<file path="src/rtl/lif_post_neuron_if.sv">
// Signal bundle between the spike source / STDP learning side (master) and lif_post_neuron (slave).
// Carries pre-synaptic spikes, the weight-load path and the neuron's registered outputs.
interface lif_post_neuron_if #(
    parameter int unsigned NUM_PRE = 4,
    parameter int unsigned W_WIDTH = 4,
    parameter int unsigned V_WIDTH = 8
);
    logic [NUM_PRE-1:0]         pre_spike;
    logic [NUM_PRE*W_WIDTH-1:0] weight_in;
    logic                       weight_load;
    logic                       post_spike;
    logic [V_WIDTH-1:0]         membrane;
    logic                       refractory;
    logic [7:0]                 spike_count;

    modport master (
        output pre_spike,
        output weight_in,
        output weight_load,
        input  post_spike,
        input  membrane,
        input  refractory,
        input  spike_count
    );

    modport slave (
        input  pre_spike,
        input  weight_in,
        input  weight_load,
        output post_spike,
        output membrane,
        output refractory,
        output spike_count
    );
endinterface

</file>
<file path="src/rtl/lif_post_neuron.sv">
// Leaky integrate-and-fire post-synaptic neuron with refractory period and loadable weights.
// Define LIF_LEAK_EN to apply the v >> LEAK_SHIFT leak; otherwise it is a pure integrator.
module lif_post_neuron #(
    parameter int unsigned NUM_PRE       = 4,
    parameter int unsigned W_WIDTH       = 4,
    parameter int unsigned V_WIDTH       = 8,
    parameter int unsigned THRESHOLD     = 16,
    parameter int unsigned LEAK_SHIFT    = 2,
    parameter int unsigned REFRAC_CYCLES = 3
) (
    input  logic             clk,
    input  logic             rst_n,
    lif_post_neuron_if.slave bus
);

    localparam int unsigned S_WIDTH = W_WIDTH + $clog2(NUM_PRE) + 1;
    localparam int unsigned A_WIDTH = ((V_WIDTH > S_WIDTH) ? V_WIDTH : S_WIDTH) + 1;
    localparam int unsigned R_WIDTH = $clog2(REFRAC_CYCLES + 2);
    localparam logic [V_WIDTH-1:0] V_MAX = {V_WIDTH{1'b1}};
    localparam logic [V_WIDTH-1:0] V_THR = V_WIDTH'(THRESHOLD);

`ifdef LIF_LEAK_EN
    localparam bit LEAK_EN = 1'b1;
`else
    localparam bit LEAK_EN = 1'b0;
`endif

    typedef enum logic [0:0] {
        StIntegrate,
        StRefractory
    } state_e;

    state_e                          r_state;
    state_e                          w_state_d;
    logic [NUM_PRE-1:0][W_WIDTH-1:0] r_weight;
    logic [V_WIDTH-1:0]              r_membrane;
    logic [V_WIDTH-1:0]              w_membrane_d;
    logic                            r_post;
    logic                            w_post_d;
    logic                            r_refractory;
    logic [7:0]                      r_count;
    logic [7:0]                      w_count_d;
    logic [R_WIDTH-1:0]              r_rcnt;
    logic [R_WIDTH-1:0]              w_rcnt_d;

    logic [S_WIDTH-1:0]              w_sum;
    logic [V_WIDTH-1:0]              w_leak;
    logic [V_WIDTH-1:0]              w_decay;
    logic [A_WIDTH-1:0]              w_acc;
    logic [V_WIDTH-1:0]              w_v_next;
    logic                            w_fire;

    // Weights in use this edge are the registered ones; a load only affects later edges.
    always_comb begin
        w_sum = '0;
        for (int i = 0; i < NUM_PRE; i++) begin
            if (bus.pre_spike[i]) begin
                w_sum = w_sum + S_WIDTH'(r_weight[i]);
            end
        end
    end

    assign w_leak   = LEAK_EN ? (r_membrane >> LEAK_SHIFT) : '0;
    assign w_decay  = r_membrane - w_leak;
    assign w_acc    = A_WIDTH'(w_decay) + A_WIDTH'(w_sum);
    assign w_v_next = (w_acc > A_WIDTH'(V_MAX)) ? V_MAX : w_acc[V_WIDTH-1:0];
    assign w_fire   = (w_v_next >= V_THR);

    always_comb begin
        w_state_d    = r_state;
        w_membrane_d = r_membrane;
        w_post_d     = 1'b0;
        w_count_d    = r_count;
        w_rcnt_d     = r_rcnt;
        unique case (r_state)
            StIntegrate: begin
                if (w_fire) begin
                    w_membrane_d = '0;
                    w_post_d     = 1'b1;
                    w_count_d    = r_count + 8'd1;
                    if (REFRAC_CYCLES > 0) begin
                        w_rcnt_d  = R_WIDTH'(REFRAC_CYCLES);
                        w_state_d = StRefractory;
                    end
                end else begin
                    w_membrane_d = w_v_next;
                end
            end
            StRefractory: begin
                // Inputs and leak are ignored; the potential is pinned at zero.
                w_membrane_d = '0;
                w_rcnt_d     = r_rcnt - R_WIDTH'(1);
                if (r_rcnt == R_WIDTH'(1)) begin
                    w_state_d = StIntegrate;
                end
            end
            default: begin
                w_state_d = StIntegrate;
            end
        endcase
    end

    always_ff @(posedge clk or negedge rst_n) begin
        if (!rst_n) begin
            r_state      <= StIntegrate;
            r_membrane   <= '0;
            r_post       <= 1'b0;
            r_refractory <= 1'b0;
            r_count      <= '0;
            r_rcnt       <= '0;
        end else begin
            r_state      <= w_state_d;
            r_membrane   <= w_membrane_d;
            r_post       <= w_post_d;
            r_refractory <= (w_state_d == StRefractory);
            r_count      <= w_count_d;
            r_rcnt       <= w_rcnt_d;
        end
    end

    always_ff @(posedge clk or negedge rst_n) begin
        if (!rst_n) begin
            r_weight <= '0;
        end else if (bus.weight_load) begin
            r_weight <= bus.weight_in;
        end
    end

    assign bus.post_spike  = r_post;
    assign bus.membrane    = r_membrane;
    assign bus.refractory  = r_refractory;
    assign bus.spike_count = r_count;

endmodule

</file>
<file path="src/flat_wrapper.sv">
// flat-port wrapper written by rule: the top's interface ports become plain ports
module lif_post_neuron_flat 
#(
    parameter int unsigned NUM_PRE       = 4,
    parameter int unsigned W_WIDTH       = 4,
    parameter int unsigned V_WIDTH       = 8,
    parameter int unsigned THRESHOLD     = 16,
    parameter int unsigned LEAK_SHIFT    = 2,
    parameter int unsigned REFRAC_CYCLES = 3
)
  (clk, rst_n, bus_pre_spike, bus_weight_in, bus_weight_load, bus_post_spike, bus_membrane, bus_refractory, bus_spike_count);
  lif_post_neuron_if #(.NUM_PRE(NUM_PRE), .W_WIDTH(W_WIDTH), .V_WIDTH(V_WIDTH)) bus_i ();
  input  logic clk;
  input  logic rst_n;
  input wire logic [$bits(bus_i.pre_spike)-1:0] bus_pre_spike;
  input wire logic [$bits(bus_i.weight_in)-1:0] bus_weight_in;
  input wire logic [$bits(bus_i.weight_load)-1:0] bus_weight_load;
  output wire logic [$bits(bus_i.post_spike)-1:0] bus_post_spike;
  output wire logic [$bits(bus_i.membrane)-1:0] bus_membrane;
  output wire logic [$bits(bus_i.refractory)-1:0] bus_refractory;
  output wire logic [$bits(bus_i.spike_count)-1:0] bus_spike_count;
  assign bus_i.pre_spike = bus_pre_spike;
  assign bus_i.weight_in = bus_weight_in;
  assign bus_i.weight_load = bus_weight_load;
  assign bus_post_spike = bus_i.post_spike;
  assign bus_membrane = bus_i.membrane;
  assign bus_refractory = bus_i.refractory;
  assign bus_spike_count = bus_i.spike_count;
  lif_post_neuron #(.NUM_PRE(NUM_PRE), .W_WIDTH(W_WIDTH), .V_WIDTH(V_WIDTH), .THRESHOLD(THRESHOLD), .LEAK_SHIFT(LEAK_SHIFT), .REFRAC_CYCLES(REFRAC_CYCLES)) u_core (.clk(clk), .rst_n(rst_n), .bus(bus_i));
endmodule
</file>
<file path="config.mk">
export PLATFORM = sky130hd
export DESIGN_NAME = lif_post_neuron_flat
export DESIGN_NICKNAME = d
export VERILOG_FILES = /design/src/rtl/lif_post_neuron_if.sv /design/src/rtl/lif_post_neuron.sv /design/src/flat_wrapper.sv
export SDC_FILE = /design/constraint.sdc
export NUM_CORES = 1
export LEC_CHECK = 0
export ABC_AREA = 1
export CAP_MARGIN = 20
export CORE_ASPECT_RATIO = 0.5
export CORE_MARGIN = 2
export CORE_UTILIZATION = 40
export CTS_BUF_LIST = sky130_fd_sc_hd__clkbuf_4 sky130_fd_sc_hd__clkbuf_8 sky130_fd_sc_hd__clkbuf_16
export CTS_CLUSTER_DIAMETER = 30
export CTS_CLUSTER_SIZE = 16
export DETAILED_ROUTE_END_ITERATION = 7
export DONT_BUFFER_PORTS = 1
export HOLD_SLACK_MARGIN = 0.15
export PLACE_DENSITY_LB_ADDON = 0.3
export SLEW_MARGIN = 20
export SYNTH_ARGS = -nofsm -noshare
export SYNTH_HDL_FRONTEND = slang
export SYNTH_SLANG_ARGS = --single-unit
</file>
<file path="constraint.sdc">
create_clock -name clk -period 4.06 [get_ports clk]
set_input_delay 1.218 -clock clk [delete_from_list [all_inputs] [get_ports clk]]
set_output_delay 1.218 -clock clk [all_outputs]
set_load 0.005 [all_outputs]
</file>
==> reports/qor.yml <==
status: "finished with violations"
violations: "negative setup slack"
crit_arrival_ns: 5.26
htreeDepth: 2
leakage_nw: 1.852
hold_buffers: 0
critical_path.top_delay_family: "simple AND/OR/NAND/NOR gates"
rsz0062_at_grt: "true"
switching_share_pct: 37.19
final.min_clock_period_ns: 5.029
dieArea_um2: 7450
r2r_slack_ns: -0.51
core_um2: 6595
critical_path_buf_inv_count: 8
worst-setup-path-type: "primary input to flop"
overflow: 0
hold_class: "flop to flop"
grt_pass1_vias: 2378
drc: 0
worstPathRequired_ns: 4.29
p_comb_share_pct: 42.4
crit_path_top_delay_cell: "fa_2"
reg2regPathDepth: 32
hold_slack_ns: 0.5163
rows: 21
crit_path_max_incr_delay_ns: 0.35
antenna_found_initial: 0
ys_warn_count: 0
drv_cap: 0
fin_skew_ns: 0.004117
rr_startpoint: "u_core.r_weight[0]"
root_buffer: "clkbuf_16"
syn_inst: 350
grt_use_total_pct: 18.58
cts_tree: "yes"
hold_depth: 1
drtIter0Drc: 109
place_congestion: 0.8378
intPower_mw: 1.000
clock_power_share_pct: 25.9
pwr-share-seq_pct: 31.6
syn_area_um2: 2695
setup.worst_path.start_class: "primary input"
finalWorstSetupSlack_ns: -0.9695
postRouteAntennaNets: 0
worst-path-stages: 32
port_buffers: 0
synth.ff_latch_count: 37
first_pass_iters: 4
end_kind: "flop"
fill_cells: 577
cp_max_fo: 4
via_per_inst: 4.909
grt_first_pass_wirelength_um: 10660
power_density_nw_per_um2: 446.2
nNetsFinal: 451
num_antenna_cells: 0
total_power_mw: 1.592
dp_hpwl_um: 4565
crit_start: "bus_pre_spike[0]"
dieWidth_um: 120.1
clock_sinks: 37
max_freq_mhz: 198.8
r2r_end: "u_core.bus.membrane[2]"
finalCritPeriodShare_pct: 123.9
dieHeight_um: 62.04
wl_per_cell_um: 13.23
finalMaxSlewViolations: 0
hold_start: "u_core.r_weight[2]"
drive_gt1_share_pct: 31.44
peakVddDrop_mv: 0.2515
hold_viol: 0
switching_power_uw: 592.1
cts_made_buffers: 5
whs_endpoint: "u_core.r_weight[2]"
drt-total-wl_um: 6560
grt_max_degree: 38
synth_cell_types: 33
path_clk_slew_ns: 0.05
clk_path_buf_depth: 2
ys_seq_area_share_pct: 34.35
critPathMostFrequentCell: "inv_2"
vias: 2435
synth_area_per_cell_um2: 7.700
syn2layout_area_growth_pct: 32.40
start_util_pct: 40.87
clk_latency_ns: 0.29
setup_viol: 17
io-pin-count: 41
## Yosys cell counts, drive strengths merged
cell / instances / area share [%]
nor3: 2 / 0.37
o211ai: 2 / 0.56
nor2: 25 / 4.0
o21bai: 1 / 0.28
a21oi: 9 / 1.7
mux2: 13 / 5.4
inv: 56 / 7.9
xor2: 5 / 1.6
and2: 1 / 0.23
nand3b: 5 / 1.4
xnor2: 3 / 0.98
buf: 2 / 0.60
fa: 4 / 3.0
a31oi: 1 / 0.23
a21boi: 1 / 0.70
o21a: 1 / 0.28
conb: 1 / 0.14
clkbuf: 1 / 0.14
ha: 21 / 9.7
nand4: 4 / 0.93
o21ai: 11 / 2.0
clkinv: 1 / 0.14
dfrtp: 37 / 34
nand3: 33 / 7.0
nand2: 110 / 16
## worst max path at each step
stage	to	slack, ns
final	u_core.bus.membrane[2]	-0.97
after detailed placement	u_core.r_rcnt[0]	-1.25
after CTS	u_core.bus.membrane[1]	-0.81
after floorplan	u_core.r_rcnt[0]	-0.83
after global routing	u_core.bus.membrane[2]	-1.21
after global placement	u_core.r_rcnt[0]	-1.15
## power by group through the flow
stage	Sequential [mW]	Combinational, mW	Clock [mW]
2_1_floorplan	0.489	0.443	0
3_3_place_gp	0.508	0.551	0
3_5_place_dp	0.511	0.568	0
4_1_cts	0.506	0.631	0.424
5_1_grt	0.516	0.765	0.440
6_report	0.504	0.676	0.413
## state kept, by name, summed over array words and instances, names as in the netlist
register and count:
u_core.bus.membrane 8, u_core.bus.post_spike 1, u_core.bus.spike_count 8, u_core.r_rcnt 3, u_core.r_state 1, u_core.r_weight 16
## worst reg2reg max path: cells and delay by family, from the launching register on
family          cells  cell delay (ns)
compound gates      4             0.60
xor+xnor            1             0.17
fa+ha+maj           5             1.27
buf+inv             8             0.59
flops               1             0.44
simple gates       14             1.46
## kinds of logic (layout without fill, tap and decap cells)
family	Yosys count	after routing	synth area share, %
buf+inv	60	110	8.774
fa+ha+maj	25	25	12.72
flops	37	37	34.35
other cells	1	4	0.1391
simple gates	180	181	30.22
xor+xnor	8	8	2.600
compound gates	26	26	5.757
mux	13	13	5.432
## metal layers
metal | vias to the layer above | GRT usage (%) | wire, um
li1 | 1216 | - | -
met5 | - | 0 | 0
met2 | 42 | 33.44 | 3181
met3 | 14 | 5.474 | 284
met4 | 0 | 8.067 | 133
met1 | 1163 | 21.53 | 2961
## cell usage in the layout (no fill, tap or decap), types with 5 or more instances in the layout
cell type	n
a21oi_1	7
buf_4	44
clkbuf_16	5
dfrtp_1	37
ha_1	14
ha_4	7
inv_1	47
inv_2	6
mux2_2	13
nand2_1	92
nand2_2	12
nand3_1	25
nand3_2	7
nand3b_1	5
nor2_1	20
o21ai_0	5
xor2_1	5
## repair_timing
item	in CTS	in global routing
endpoints found under the hold margin	0	0
pin swaps	18	15
endpoints found under the setup margin	17	17
gates resized for setup	17	15
gates cloned	1	0
setup buffers	13	5
## metrics by stage
stage,instance area [um2],cells,setup TNS [ns],util [%],worst slack (ns)
floorplan,2825,353,-13.35,-,-0.8260
global placement,3123,469,-18.68,47.35,-1.153
detailed placement,3123,469,-20.36,47.35,-1.246
CTS,3477,491,-13.22,52.72,-0.8126
global route,3568,496,-19.78,54.11,-1.212
finish,3568,496,-15.69,54.11,-0.9695
## area by class of cell
class / instances / area (um2) / share of cell area, %
multi-input cells: 257 / 1807 / 50.63
flip-flops and latches: 37 / 925.9 / 25.95
repair buffers: 45 / 341.6 / 9.572
inverters: 57 / 221.5 / 6.206
clock buffers: 7 / 152.6 / 4.278
well taps: 92 / 115.1 / 3.226
clock inverters: 1 / 5.005 / 0.1403
No activity file was read; power rests on OpenSTA's default activity.
